[src/rtl/image_pipe_stage.sv]
// rtl/image_pipe_stage.sv - multi-lane pixel offset stage with end-of-line tagging and output FIFO
module image_pipe_stage #(
  parameter int PIX_W = 8,
  parameter int LANES = 4,
  parameter int DEPTH = 4,
  parameter int SAT   = 1,
  parameter int LL_W  = 12
) (
  input  logic                       clk,
  input  logic                       rst_n,
  input  logic [PIX_W-1:0]           cfg_offset,
  input  logic [LL_W-1:0]            cfg_line_len,
  input  logic [PIX_W*LANES-1:0]     is_data_in,
  input  logic                       is_valid_in,
  output logic                       is_busy_out,
  output logic [PIX_W*LANES-1:0]     im_data_out,
  output logic                       im_eol_out,
  output logic                       im_valid_out,
  input  logic                       im_busy_in,
  output logic [$clog2(DEPTH):0]     level_out
);

  localparam int DW = PIX_W * LANES;
  localparam int AW = $clog2(DEPTH);
  localparam int CW = AW + 1;

  logic [DW-1:0]   data_mem_q [DEPTH];
  logic            eol_mem_q  [DEPTH];

  logic [AW-1:0]   wr_ptr_q, wr_ptr_d;
  logic [AW-1:0]   rd_ptr_q, rd_ptr_d;
  logic [CW-1:0]   count_q, count_d;
  logic [LL_W-1:0] col_q, col_d;

  logic            push;
  logic            pop;
  logic            full;
  logic [DW-1:0]   proc_data;
  logic [PIX_W:0]  lane_sum;
  logic            eol_tag;

  // Busy depends on the registered count only, so a pop cannot free a slot for the same edge.
  assign full         = (count_q == CW'(DEPTH));
  assign is_busy_out  = full;
  assign im_valid_out = (count_q != '0);
  assign level_out    = count_q;
  assign push         = is_valid_in && !full;
  assign pop          = im_valid_out && !im_busy_in;

  // Head of FIFO is forced to zero while empty so the stale, unreset storage never leaks out.
  assign im_data_out  = im_valid_out ? data_mem_q[rd_ptr_q] : '0;
  assign im_eol_out   = im_valid_out ? eol_mem_q[rd_ptr_q]  : 1'b0;

  // Per-lane offset add, one bit wider to catch overflow; lanes never carry into each other.
  always_comb begin
    proc_data = '0;
    lane_sum  = '0;
    for (int k = 0; k < LANES; k++) begin
      lane_sum = {1'b0, is_data_in[k*PIX_W +: PIX_W]} + {1'b0, cfg_offset};
      if ((SAT != 0) && lane_sum[PIX_W]) begin
        proc_data[k*PIX_W +: PIX_W] = {PIX_W{1'b1}};
      end else begin
        proc_data[k*PIX_W +: PIX_W] = lane_sum[PIX_W-1:0];
      end
    end
  end

  // End-of-line tag; ">=" lets a shortened line length resynchronise on the next beat.
  always_comb begin
    eol_tag = 1'b0;
    col_d   = col_q;
    if (cfg_line_len != '0) begin
      eol_tag = (col_q >= (cfg_line_len - LL_W'(1)));
    end
    if (push) begin
      if ((cfg_line_len == '0) || eol_tag) begin
        col_d = '0;
      end else begin
        col_d = col_q + LL_W'(1);
      end
    end
  end

  // Pointer and occupancy next-state; pointers wrap naturally as DEPTH is a power of two.
  always_comb begin
    wr_ptr_d = wr_ptr_q;
    rd_ptr_d = rd_ptr_q;
    count_d  = count_q;
    if (push) begin
      wr_ptr_d = wr_ptr_q + AW'(1);
    end
    if (pop) begin
      rd_ptr_d = rd_ptr_q + AW'(1);
    end
    case ({push, pop})
      2'b10:   count_d = count_q + CW'(1);
      2'b01:   count_d = count_q - CW'(1);
      default: count_d = count_q;
    endcase
  end

  // Control state with synchronous active-low reset; buffered beats are discarded on reset.
  always_ff @(posedge clk) begin
    if (!rst_n) begin
      wr_ptr_q <= '0;
      rd_ptr_q <= '0;
      count_q  <= '0;
      col_q    <= '0;
    end else begin
      wr_ptr_q <= wr_ptr_d;
      rd_ptr_q <= rd_ptr_d;
      count_q  <= count_d;
      col_q    <= col_d;
    end
  end

  // FIFO storage, written with the processed beat and its eol tag on every accept.
  always_ff @(posedge clk) begin
    if (push) begin
      data_mem_q[wr_ptr_q] <= proc_data;
      eol_mem_q[wr_ptr_q]  <= eol_tag;
    end
  end

endmodule
[config.mk]
export PLATFORM = sky130hd
export DESIGN_NAME = image_pipe_stage
export DESIGN_NICKNAME = d
export VERILOG_FILES = /design/src/rtl/image_pipe_stage.sv
export SDC_FILE = /design/constraint.sdc
export NUM_CORES = 1
export LEC_CHECK = 0
export CORE_MARGIN = 8
export CORE_UTILIZATION = 50
export CTS_CLUSTER_DIAMETER = 150
export DETAILED_ROUTE_END_ITERATION = 12
export HOLD_SLACK_MARGIN = 0.15
export PLACE_DENSITY_LB_ADDON = 0.25
export SYNTH_ARGS = -nofsm -noshare
export SYNTH_HDL_FRONTEND = slang
export SYNTH_SLANG_ARGS = --single-unit
export TNS_END_PERCENT = 100
[constraint.sdc]
create_clock -name clk -period 6.1 [get_ports clk]
set_input_delay 1.83 -clock clk [delete_from_list [all_inputs] [get_ports clk]]
set_output_delay 1.83 -clock clk [all_outputs]
set_load 0.02 [all_outputs]
==> impl_summary.md, run 1 <==
Outcome
The flow ran to the end, and the final reports show no timing, DRC or antenna violations.

Clock tree
The number of sinks on the clock net is between 150 and 200. The CTS tree is done. After clock tree synthesis, the repair step resized 0 gates. The clock passes through at most 2 buffers. The number of clock buffers added by TritonCTS is 17. For the worst-skew pair, the clock arrives at the later sink with an insertion delay of 0.42 ns. The H-tree was split into 4 levels. Buffers added to address setup during post-CTS repair amount to 0.

The tree is rooted in a sky130_fd_sc_hd__clkbuf_16. The clock-pin slew of the registers on the worst-case setup and hold paths is 0.06 ns. After clock tree synthesis, the flow added hold-fix buffers numbering 0.

Setup path
The critical path's top delay family is buffers and inverters. The highest cell delay on the worst timing path is 0.85 ns. In this run the number of cells on the critical path is 4. The required time at the endpoint of the critical path is 4.27 ns. The critical path capture point is im_data_out[11]. The buffer and inverter count on the worst path is 2. Along the worst path, the maximum fanout reaches 21.

The critical path goes through buf_4 > mux4_2 > nor2b_1 > clkdlybuf4s50_1. In this run the register-to-register setup slack is 3.56 ns. The endpoint identified for the worst register-to-register timing path is data_mem_q[3][2].

The origin of the critical flop-to-flop path is level_out[2]. For this design, the slowest cell found on the critical path is sky130_fd_sc_hd__dfxtp_2. STA puts the critical path data arrival time at ~3 ns.

Counting cells, the worst reg-to-reg path comes to 4. The critical path in this run is classified as reg -> out. The kind of end point of the critical path is a primary output. STA classifies the critical path startpoint as a flip-flop.

Logic synthesis
A synthesized cell averages 13.8 µm². Counting flops with a built-in enable in the synthesized netlist gives between 100 and 150. Of the synthesized area, sequential elements account for 0.547. The share of synthesized flip-flops with an asynchronous set or reset is 0. When the netlist entered floorplanning its net count stood at 693. The most common flop cell mapped by yosys is sky130_fd_sc_hd__edfxtp_1. The synthesis-stage register bit count is about 150. The count of cell types in the netlist is 55. The post-synthesis cell count is 580.

Yosys printed 0 warnings. The cell area after synthesis is 8010 µm².

Timing
The count of final hold-check violations came to 0. Setup repair after global routing left no endpoint under its margin. The number of endpoints failing setup at the final stage is 0. Across the routed clock network, the largest skew measured is 0.00950 ns.

The number of pins with negative max-slew slack in the final report is 0. For the pin with the worst max-slew slack, the measured transition is 0.973 ns. Counting I/O delays and the setup requirement, the final critical path takes 4.80 ns.

Across all setup checks in the final design, the least slack found is ~1.3 ns. The final cycle utilization of the critical path is 0.788. The final sum of negative setup slack is 0 ns.

The worst relative slew slack is 0.351. Timing would allow up to 0.208 GHz.

Cells and area
The fraction of final layout cells sized beyond drive strength 1 is 0.130. The post-route standard cell area excluding fillers is a little under 10000 µm². The final net count is 793. The growth of design area from synthesis to finish is 22.4%. Fill cells in the final layout number 1209. 0 antenna diodes ended up in the layout. Leaving out fill and tap cells, the most frequent cells in the layout are sky130_fd_sc_hd__edfxtp_1 (132), sky130_fd_sc_hd__clkdlybuf4s50_1 (93), sky130_fd_sc_hd__ha_1 (52). Leaving out fill and tap cells, the most frequent cell in the layout is sky130_fd_sc_hd__edfxtp_1.

Power
The analysis attributes to cell leakage a power of approximately 3.4 nW. The part of the total power dissipated in the clock network is 0.283. The overall power consumption is 0.00391 W. The switching share of total power is 0.327. Of the total power, registers draw 0.356. The cell-internal power is 0.00263 W.

The worst-case IR drop observed on VDD is 0.243 mV. The total net switching power is ~0.0013 W. The logic gate share of total power is 0.361. Power spread over the standard cell area amounts to ~400 nW/µm².

GRT
After global routing the overflow that remains totals 0. The via count of the first global-routing pass is 5353. The initial antenna violation count is 0. The pin count of the biggest net entering global routing is 36.

The first global-routing pass estimated approximately 28 mm of wire. Across every metal layer, demand over resource in global routing totals 0.183.

Floorplanning
The die covers 20300 µm². The effective utilization at floorplan is 0.508. In this run the standard cell core region covers 15800 µm². The die is roughly 140 µm wide. The floorplan has 46 rows. The boundary pin count is 94.

The die is ~140 µm tall.

Placement
Buffers placed on the I/O ports in this run total 93. The placer congestion estimate is 0.853. The cell area after placement is 9180 µm². Timing analysis after detailed placement gives a worst setup slack of 1.33 ns.

The final HPWL from detailed placement is 12.4 mm.

Detailed routing
The first-pass detailed-route iteration total is 5. The final routed DRC violation total is 0. The number of DRC markers after the initial detailed-route iteration is ~290. The remaining antenna violation count after routing is 0. The via count is 5171. Dividing the detail-routed wire length by the instance count gives 19.6 µm. The total wire length after detailed routing is 17.8 mm. The per-cell via count in the routed design is 5.69.

Job
Max-cap violations in this run came to 0.

Min path
The path class of the tightest hold or removal check is reg -> reg.
[cell type report]
cell class	instances	area (µm²)	share of cell area
inverter	27	101	0.0103
clock inverter	15	203	0.0207
tap	216	270	0.0276
clock buffer	17	425	0.0434
timing repair buffer	99	976	0.0995
sequential	153	4390	0.447
multi-input combinational	382	3440	0.351
[Yosys cell counts, types with 11 or more instances]
cell | instances | area, µm²
sky130_fd_sc_hd__a21o_1 | 14 | 105
sky130_fd_sc_hd__a21oi_1 | 17 | 85.1
sky130_fd_sc_hd__clkbuf_1 | 11 | 41.3
sky130_fd_sc_hd__dfxtp_1 | 21 | 420
sky130_fd_sc_hd__edfxtp_1 | 132 | 3960
sky130_fd_sc_hd__ha_1 | 52 | 651
sky130_fd_sc_hd__inv_1 | 25 | 93.8
sky130_fd_sc_hd__mux4_2 | 33 | 743
sky130_fd_sc_hd__nand2_1 | 18 | 67.6
sky130_fd_sc_hd__nand3_1 | 31 | 155
sky130_fd_sc_hd__nor2_1 | 26 | 97.6
sky130_fd_sc_hd__nor2b_1 | 37 | 231
sky130_fd_sc_hd__xnor2_1 | 20 | 175
sky130_fd_sc_hd__xor2_1 | 21 | 184
[how the worst min path moves through the flow]
stage,startpoint,to,depth (start not counted)
after floorplan,wr_ptr_q[1],wr_ptr_q[1],2
after global placement,wr_ptr_q[1],wr_ptr_q[1],2
after detailed placement,wr_ptr_q[1],wr_ptr_q[1],2
after CTS,wr_ptr_q[1],wr_ptr_q[1],2
after global routing,wr_ptr_q[1],wr_ptr_q[1],2
final,wr_ptr_q[1],wr_ptr_q[1],2
[through the flow]
step	utilization	std cells	hold WS [ns]
after CTS	0.622	909	0.508
after floorplan	-	580	0.469
final	0.622	909	0.504
after detailed placement	0.582	877	0.499
after global placement	0.582	877	0.491
after global routing	0.622	909	0.536
[flip-flops by register name, summed over array words and instances, names as in the netlist, named ones only]
register	count
wr_ptr_q	2
eol_mem_q	4
data_mem_q	128
col_q	12
level_out	3
rd_ptr_q	2
[power groups by stage]
stage	combinational, W	clock [W]	sequential, W
5_1_grt	0.00152	0.00117	0.00141
6_report	0.00141	0.00111	0.00139
3_5_place_dp	0.00142	0	0.00142
2_1_floorplan	0.000887	0	0.00135
4_1_cts	0.00144	0.00113	0.00140
3_3_place_gp	0.00141	0	0.00141
[metal layers]
layer | wire length, µm | up-vias | part of all wire | track usage
met3 | 1160 | 24 | 0.065 | 0.0470
met5 | 0 | - | 0 | 0
met2 | 8750 | 175 | 0.49 | 0.297
li1 | - | 2421 | - | -
met4 | 254 | 0 | 0.014 | 0.0576
met1 | 7620 | 2551 | 0.43 | 0.235
[kinds of logic after synthesis]
| group | share of synthesized area |
|---|---|
| muxes | 0.0927 |
| buffers and inverters | 0.0239 |
| xor gates and xnor gates | 0.0448 |
| AOI/OAI and AO/OA | 0.0757 |
| adders and majority gates | 0.0937 |
| and+or+nand+nor | 0.122 |
| DFF | 0.547 |
[worst reg2reg max path, delay by kind of cell (launching register included)]
family | cells | cell delay, ns
AND/OR/NAND/NOR | 3 | 1.41
flip-flops | 1 | 0.34
buffers and inverters | 1 | 0.45
Power figures use the tool's default switching activity.
==> run 2: changes to the inputs <==
clock period = 4.6 ns   (was 6.1 ns; I/O delays follow)
==> impl_summary.md, run 2 (synthesized netlist as in run 1, its figures left out) <==
Setup path
The endpoint of the worst register-to-register path is level_out[2]. Of all nets on the critical path, the largest fanout is 12. The nature of the critical path startpoint is a flip-flop. Across all register-to-register paths, the minimum setup slack is about 2.1 ns. At the worst endpoint, the required time is about 3.2 ns. The origin of the critical flop-to-flop path is level_out[0]. The number of cells on the worst reg-to-reg path is 9.

The critical path arrival is 2.70 ns. STA classifies the critical path endpoint as a primary output. The critical path class is reg -> out.

Cells and area
The post-route standard cell area excluding fillers is 9800 µm². The library cells used most frequently in the layout, excluding fill and tap cells, are sky130_fd_sc_hd__edfxtp_1 (132), sky130_fd_sc_hd__clkdlybuf4s50_1 (93), sky130_fd_sc_hd__ha_1 (52). The fraction of final layout cells sized beyond drive strength 1 is 0.133. The library cell used most frequently in the layout, excluding fill and tap cells, is sky130_fd_sc_hd__edfxtp_1. The final net count is 801. The growth of design area from synthesis to finish is 22.3%. The largest registers in the layout are data_mem_q: 128 flops, col_q: 12 flops, eol_mem_q: 4 flops. In the final layout, flip-flops and latches occupy 4390 µm². More flip-flops sit in one register than any other, and that register is data_mem_q. The footprint of the multi-input gates is between 3000 and 4000 µm².

The number of fill cells in the layout is roughly 1200. The register with the most flip-flops in the layout has 128 of them. The repair_antennas step left the layout with diodes totalling 0.

Clock tree
The clock root buffer is sky130_fd_sc_hd__clkbuf_16. Post-CTS timing repair inserted 0 buffers for setup. The count of hold buffers inserted by post-cts repair is 0. The later pin in the worst-skew pair is clocked with a latency of 0.42 ns. TritonCTS built the clock tree. After clock tree synthesis, the clock-pin slew on the worst setup and hold paths is 0.06 ns. The number of buffers on the longest clock path is 2.

Gates resized during post-CTS repair numbered 0. The number of sinks on the clock net is between 150 and 200. CTS built an H-tree with a depth of 4. TritonCTS created 17 clock buffers.

Timing
For the final database, setup skew stands at slightly below 0.007 ns. The final sum of negative setup slack is 0 ns. The number of pins with negative max-slew slack in the final report came to 0.

The number of endpoints failing setup at the final stage is 0. For the pin with the worst max-slew slack, the measured transition is 0.692 ns. The maximum achievable frequency is 0.245 GHz. Setup repair after global routing left no endpoint under its margin.

The worst relative slew slack is 0.538. The post-route worst setup slack is roughly 0.52 ns. Dividing the final minimum period by the clock period gives 0.888. The count of final hold-check violations was 0. The final period demand of the worst path is 4.08 ns.

Power
The sequential share of power is 0.358. The part of the total power dissipated in the clock network is 0.258. The cell-internal power is 0.00339 W. The switching share of total power is 0.328.

The share of total power dissipated in combinational logic is 0.385. In this run the power spent charging and discharging nets is 0.00165 W. The static leakage is about 3.4 nW. Power spread over the standard cell area amounts to 514 nW/µm². The largest voltage drop on the vdd net is about 0.31 mV.

GRT
The aggregate global routing overflow is 0. The via count of the first global-routing pass is 5529. The initial antenna violation count is 0. Entering global routing, the biggest net connects 36 pins. The first global-routing pass estimated ~28 mm of wire. Across every metal layer, demand over resource in global routing totals 0.181.

Placement
Summing all placed instances gives a cell area of 9250 µm². Prior to clock tree synthesis, the placed netlist has a worst setup slack of 0.257 ns. The wire-length estimate of the detail-placed layout is 12.7 mm. The count of input and output buffers is 93.

At the end of routability-driven placement, the weighted congestion stood at about 0.83.

Detailed routing
The number of DRC markers after the initial detailed-route iteration is about 390. The via count is 5215. The final routed DRC violation total is 0.

In the final routed layout, each cell accounts on average for about 19 µm. The total wire length after detailed routing is 17.6 mm. The first-pass detailed-route iteration total is 5. The count of nets left with antenna violations once routing finished came out at 0. After detailed routing, the number of vias per cell comes to 5.69.

Floorplanning
Pin placement for this block handled 94 I/O pins. The core region is 15800 µm². The initial utilization of the core area, before any placement, comes to 0.508. In this run the horizontal extent of the chip is ~140 µm. The total number of placement rows is 46. The floorplan step defined a die boundary enclosing 20300 µm². The floorplan step set the die height to 143 µm.

Job
The number of max-capacitance violations reported is 0.

Min path
The worst hold path begins at col_q[1]. The path with the worst hold slack has its endpoint at col_q[1]. Counting instances, the worst hold path has a depth of 2. In this run the worst hold path is classified as reg -> reg.

Outcome
The run finished with clean final reports.
==> run 2: cell type report <==
class | instances | area share
Tap cell | 216 | 0.0276
Inverter | 27 | 0.0103
Clock inverter | 12 | 0.0119
Multi-Input combinational cell | 382 | 0.351
Clock buffer | 20 | 0.0445
Timing Repair Buffer | 107 | 0.107
Sequential cell | 153 | 0.447
==> run 2: layer usage <==
layer | share of wire | vias to the layer above | track usage
met5 | 0 | - | 0
met3 | 0.058 | 26 | 0.0453
met1 | 0.43 | 2586 | 0.223
li1 | - | 2445 | -
met2 | 0.49 | 158 | 0.303
met4 | 0.019 | 0 | 0.0688
==> run 2: per-stage QoR <==
step	total power, W	cells	hold slack (ns)	util
2_1_floorplan	0.00297	580	0.469	-
3_3_place_gp	0.00375	885	0.497	0.586
3_5_place_dp	0.00379	885	0.514	0.586
4_1_cts	0.00509	917	0.525	0.622
5_1_grt	0.00528	917	0.569	0.622
6_report	0.00504	917	0.531	0.622
==> run 2: worst max-delay path by stage <==
stage                     from               to  slack, ns  depth (start not counted)
3_5_place_dp   cfg_line_len[4]         col_q[6]       0.26                         10
5_1_grt              flip-flop  im_data_out[21]       0.34                          4
3_3_place_gp   cfg_line_len[4]         col_q[5]       0.40                         10
4_1_cts              flip-flop  im_data_out[21]       0.43                          4
2_1_floorplan  cfg_line_len[4]        col_q[10]       1.19                         10
6_report             flip-flop  im_data_out[21]       0.52                          4
==> run 2: power by group through the flow <==
stage               Clock, W  Sequential, W  Combinational [W]
floorplan                  0        0.00180            0.00118
global placement           0        0.00182            0.00192
detailed placement         0        0.00183            0.00196
CTS                  0.00131        0.00181            0.00197
global route         0.00137        0.00182            0.00209
finish               0.00130        0.00180            0.00194
==> run 2: worst max-delay path: stages (launching register included) <==
cell,delay (ns)
sky130_fd_sc_hd__dfxtp_2,0.62
sky130_fd_sc_hd__buf_4,0.36
sky130_fd_sc_hd__mux4_2,0.55
sky130_fd_sc_hd__nor2b_1,0.17
sky130_fd_sc_hd__clkdlybuf4s50_1,0.58
==> run 3: changes to the inputs <==
CAP_MARGIN = 20   (was not set)
MAX_ROUTING_LAYER = met4   (was not set)
==> impl_summary.md, run 3 (synthesized netlist as in run 1, its figures left out) <==
Outcome
The flow ran to the end, and the final reports show no timing, DRC or antenna violations.

GRT
In the global route stage, met2 resource usage came out at 0.296. The initial antenna violation count is 0. The met1 track demand over resource in global routing is 0.222. The via count of the first global-routing pass is approximately 5300. met2 is the most crowded layer. The global routing usage on met3 is 0.0423.

The global-route wire length before repair is 27.3 mm. For this run the aggregate overflow at the end of global routing stands at 0. The pin count of the biggest net entering global routing is 36.

Across every metal layer, demand over resource in global routing totals 0.182.

Cells and area
After the last flow step, the layout net total stands at 800. The register with the most flip-flops in the final layout is data_mem_q. In the final layout, the multi-input gates occupy 3440 µm².

The register with the most flip-flops in the layout has between 100 and 150 of them. Leaving out fill and tap cells, the most frequent cells in the layout are sky130_fd_sc_hd__edfxtp_1 (132), sky130_fd_sc_hd__clkdlybuf4s50_1 (93), sky130_fd_sc_hd__ha_1 (52). The most frequent standard cell in the layout excluding fill and tap cells is sky130_fd_sc_hd__edfxtp_1.

The layout has 1220 filler cells. In the final layout, the registers with the most flip-flops are data_mem_q: 128 flops, col_q: 12 flops, eol_mem_q: 4 flops. The growth of design area from synthesis to finish is 22.4%. Leaving out filler cells and counting taps, the final layout contains 914.

The antenna diode instance count is 0. The fraction of final layout cells sized beyond drive strength 1 is 0.133. The area taken by flip-flops and latches is between 4000 and 5000 µm².

Placement
The count of buffers added on input and output ports is 93. Summed over all nets, the half-perimeter wirelength after detailed placement is 12.6 mm. Once placement completed, the tool counted placed cells totaling approximately 900.

The worst slack at placement is about 0.33 ns. The placer congestion estimate is 0.865.

Power
Of the total power, registers draw 0.356. The largest voltage drop on the vdd net is 0.314 mV. Dividing total power by cell area gives a power density of 515 nW/µm². The analysis attributes to cell leakage a power of 3.44 nW. The part of the total power dissipated in the clock network is 0.264. Of the total power, the share spent switching nets is 0.323. The cell-internal power is 0.00343 W.

The analysis attributes to net switching a power of 0.00163 W. The logic gate share of total power is 0.380.

Timing
Setup repair after global routing left no endpoint under its margin. Between clock sinks in the finished design, the worst skew comes to 0.0115 ns. At the pin with the least slew margin, the transition time is 0.704 ns.

Of the available clock period, the critical path in the final layout requires 0.867. In this run the tightest slew margin relative to its limit is 0.531. The number of pins with negative max-slew slack in the final report is 0. The maximum achievable frequency is 0.251 GHz. The final period demand of the worst path is 3.99 ns. The number of endpoints failing setup at the final stage is 0. The final sum of negative setup slack is 0 ns. The count of final hold-check violations came to 0. The post-route worst setup slack is ~0.61 ns.

Floorplanning
The boundary pin count is 94. The die covers 20300 µm². The total number of placement rows is 46. The die boundary width is 143 µm. The floorplan core area is 15800 µm².

In this run the vertical extent of the chip is approximately 140 µm. The effective utilization at floorplan is 0.508.

Detailed routing
The detail route stage leaves a number of antenna-violating nets equal to 0. The per-cell via count in the routed design is 5.67. The first-pass detailed-route iteration total is 5. The routed design has about 17 mm of wire. In the final routed layout, each cell accounts on average for 19.0 µm. The final route contains 5184 vias.

The final routed DRC violation total is 0. The number of DRC markers after the initial detailed-route iteration is 262.

Clock tree
TritonCTS built the clock tree. The clock drives 153 sinks. The root buffer cell chosen for the clock tree is sky130_fd_sc_hd__clkbuf_16. The number of buffers inserted during clock tree synthesis is 17. Clock-pin slew was measured on the worst setup and hold paths at 0.06 ns. After clock tree synthesis, the flow added hold-fix buffers numbering 0. In this run the number of H-tree levels came out at 4. The clock latency on the worst-skew pair is 0.42 ns. Gates resized during post-CTS repair numbered 0. No sink is reached through more buffers than the 2 on the longest clock path. The number of setup buffers added after CTS is 0.

Setup path
The critical path arrival is approximately 2.6 ns. The highest cell delay on the worst timing path is 0.62 ns. The maximum fanout count along the critical path is 22.

Walking the worst path, the cells encountered are buf_12 > mux4_2 > nor2b_1 > clkdlybuf4s50_1. The critical path is of the reg -> out type. The required time at the endpoint of the critical path is 3.22 ns. On the critical path the largest part of the delay comes from buffers and inverters. Counting both buffers and inverters, the worst setup path holds a total of 2.

The nature of the critical path startpoint is a flip-flop. The worst setup path is captured at a primary output. For this design, the slowest cell found on the critical path is sky130_fd_sc_hd__dfxtp_2.

Min path
The path class of the tightest hold or removal check is reg -> reg.

Job
The tool flagged a number of max-cap violations equal to 0.
==> run 3: cell count changes in the layout (fill, tap and decap cells not counted) <==
| cell | change |
|---|---|
| sky130_fd_sc_hd__clkbuf_1 | -3 |
| sky130_fd_sc_hd__inv_8 | -1 |
| sky130_fd_sc_hd__buf_4 | -1 |
| sky130_fd_sc_hd__clkinvlp_4 | -1 |
| sky130_fd_sc_hd__bufinv_16 | +1 |
| sky130_fd_sc_hd__clkinv_4 | +2 |
==> run 3: worst paths after layout <==
kind	depth (start not counted)	endpoint	start	slack (ns)
setup / recovery	4	im_data_out[21]	flip-flop	0.61
hold / removal	2	wr_ptr_q[1]	wr_ptr_q[1]	0.52
setup reg to reg	9	level_out[2]	level_out[0]	2.13
hold reg to reg	2	wr_ptr_q[1]	wr_ptr_q[1]	0.52
==> run 3: power by group through the flow <==
stage | logic (W) | clock network, W | registers [W]
6_report | 0.00192 | 0.00133 | 0.00180
5_1_grt | 0.00207 | 0.00141 | 0.00182
4_1_cts | 0.00196 | 0.00135 | 0.00180
3_5_place_dp | 0.00195 | 0 | 0.00183
3_3_place_gp | 0.00192 | 0 | 0.00182
2_1_floorplan | 0.00118 | 0 | 0.00180
==> run 3: cell type report <==
cell class | count | share of cell area
clock buffers | 17 | 0.0434
well taps | 216 | 0.0275
repair buffers | 106 | 0.106
inverters | 27 | 0.0103
flip-flops and latches | 153 | 0.447
clock inverters | 13 | 0.0148
multi-input cells | 382 | 0.351
==> run 3: worst register-to-register path: cells and delay by family, from the launching register on <==
family	cells	cell delay [ns]
DFF	1	0.44
buffers and inverters	2	0.32
AOI/OAI and AO/OA	1	0.17
and+or+nand+nor	3	0.68
xor gates and xnor gates	1	0.16
adders and majority gates	2	0.62
==> run 3: per-stage QoR <==
| stage | hold slack [ns] | cell area [µm²] | power [W] | util |
|---|---|---|---|---|
| floorplan | 0.469 | 8010 | 0.00297 | - |
| global placement | 0.497 | 9240 | 0.00374 | 0.586 |
| detailed placement | 0.509 | 9240 | 0.00378 | 0.586 |
| CTS | 0.519 | 9810 | 0.00511 | 0.622 |
| global route | 0.557 | 9810 | 0.00529 | 0.622 |
| finish | 0.521 | 9810 | 0.00506 | 0.622 |
==> run 3: layer usage <==
layer,wire length [µm],vias up
met3,883,18
met1,7610,2558
met5,0,-
met4,178,0
met2,8700,171
li1,-,2437
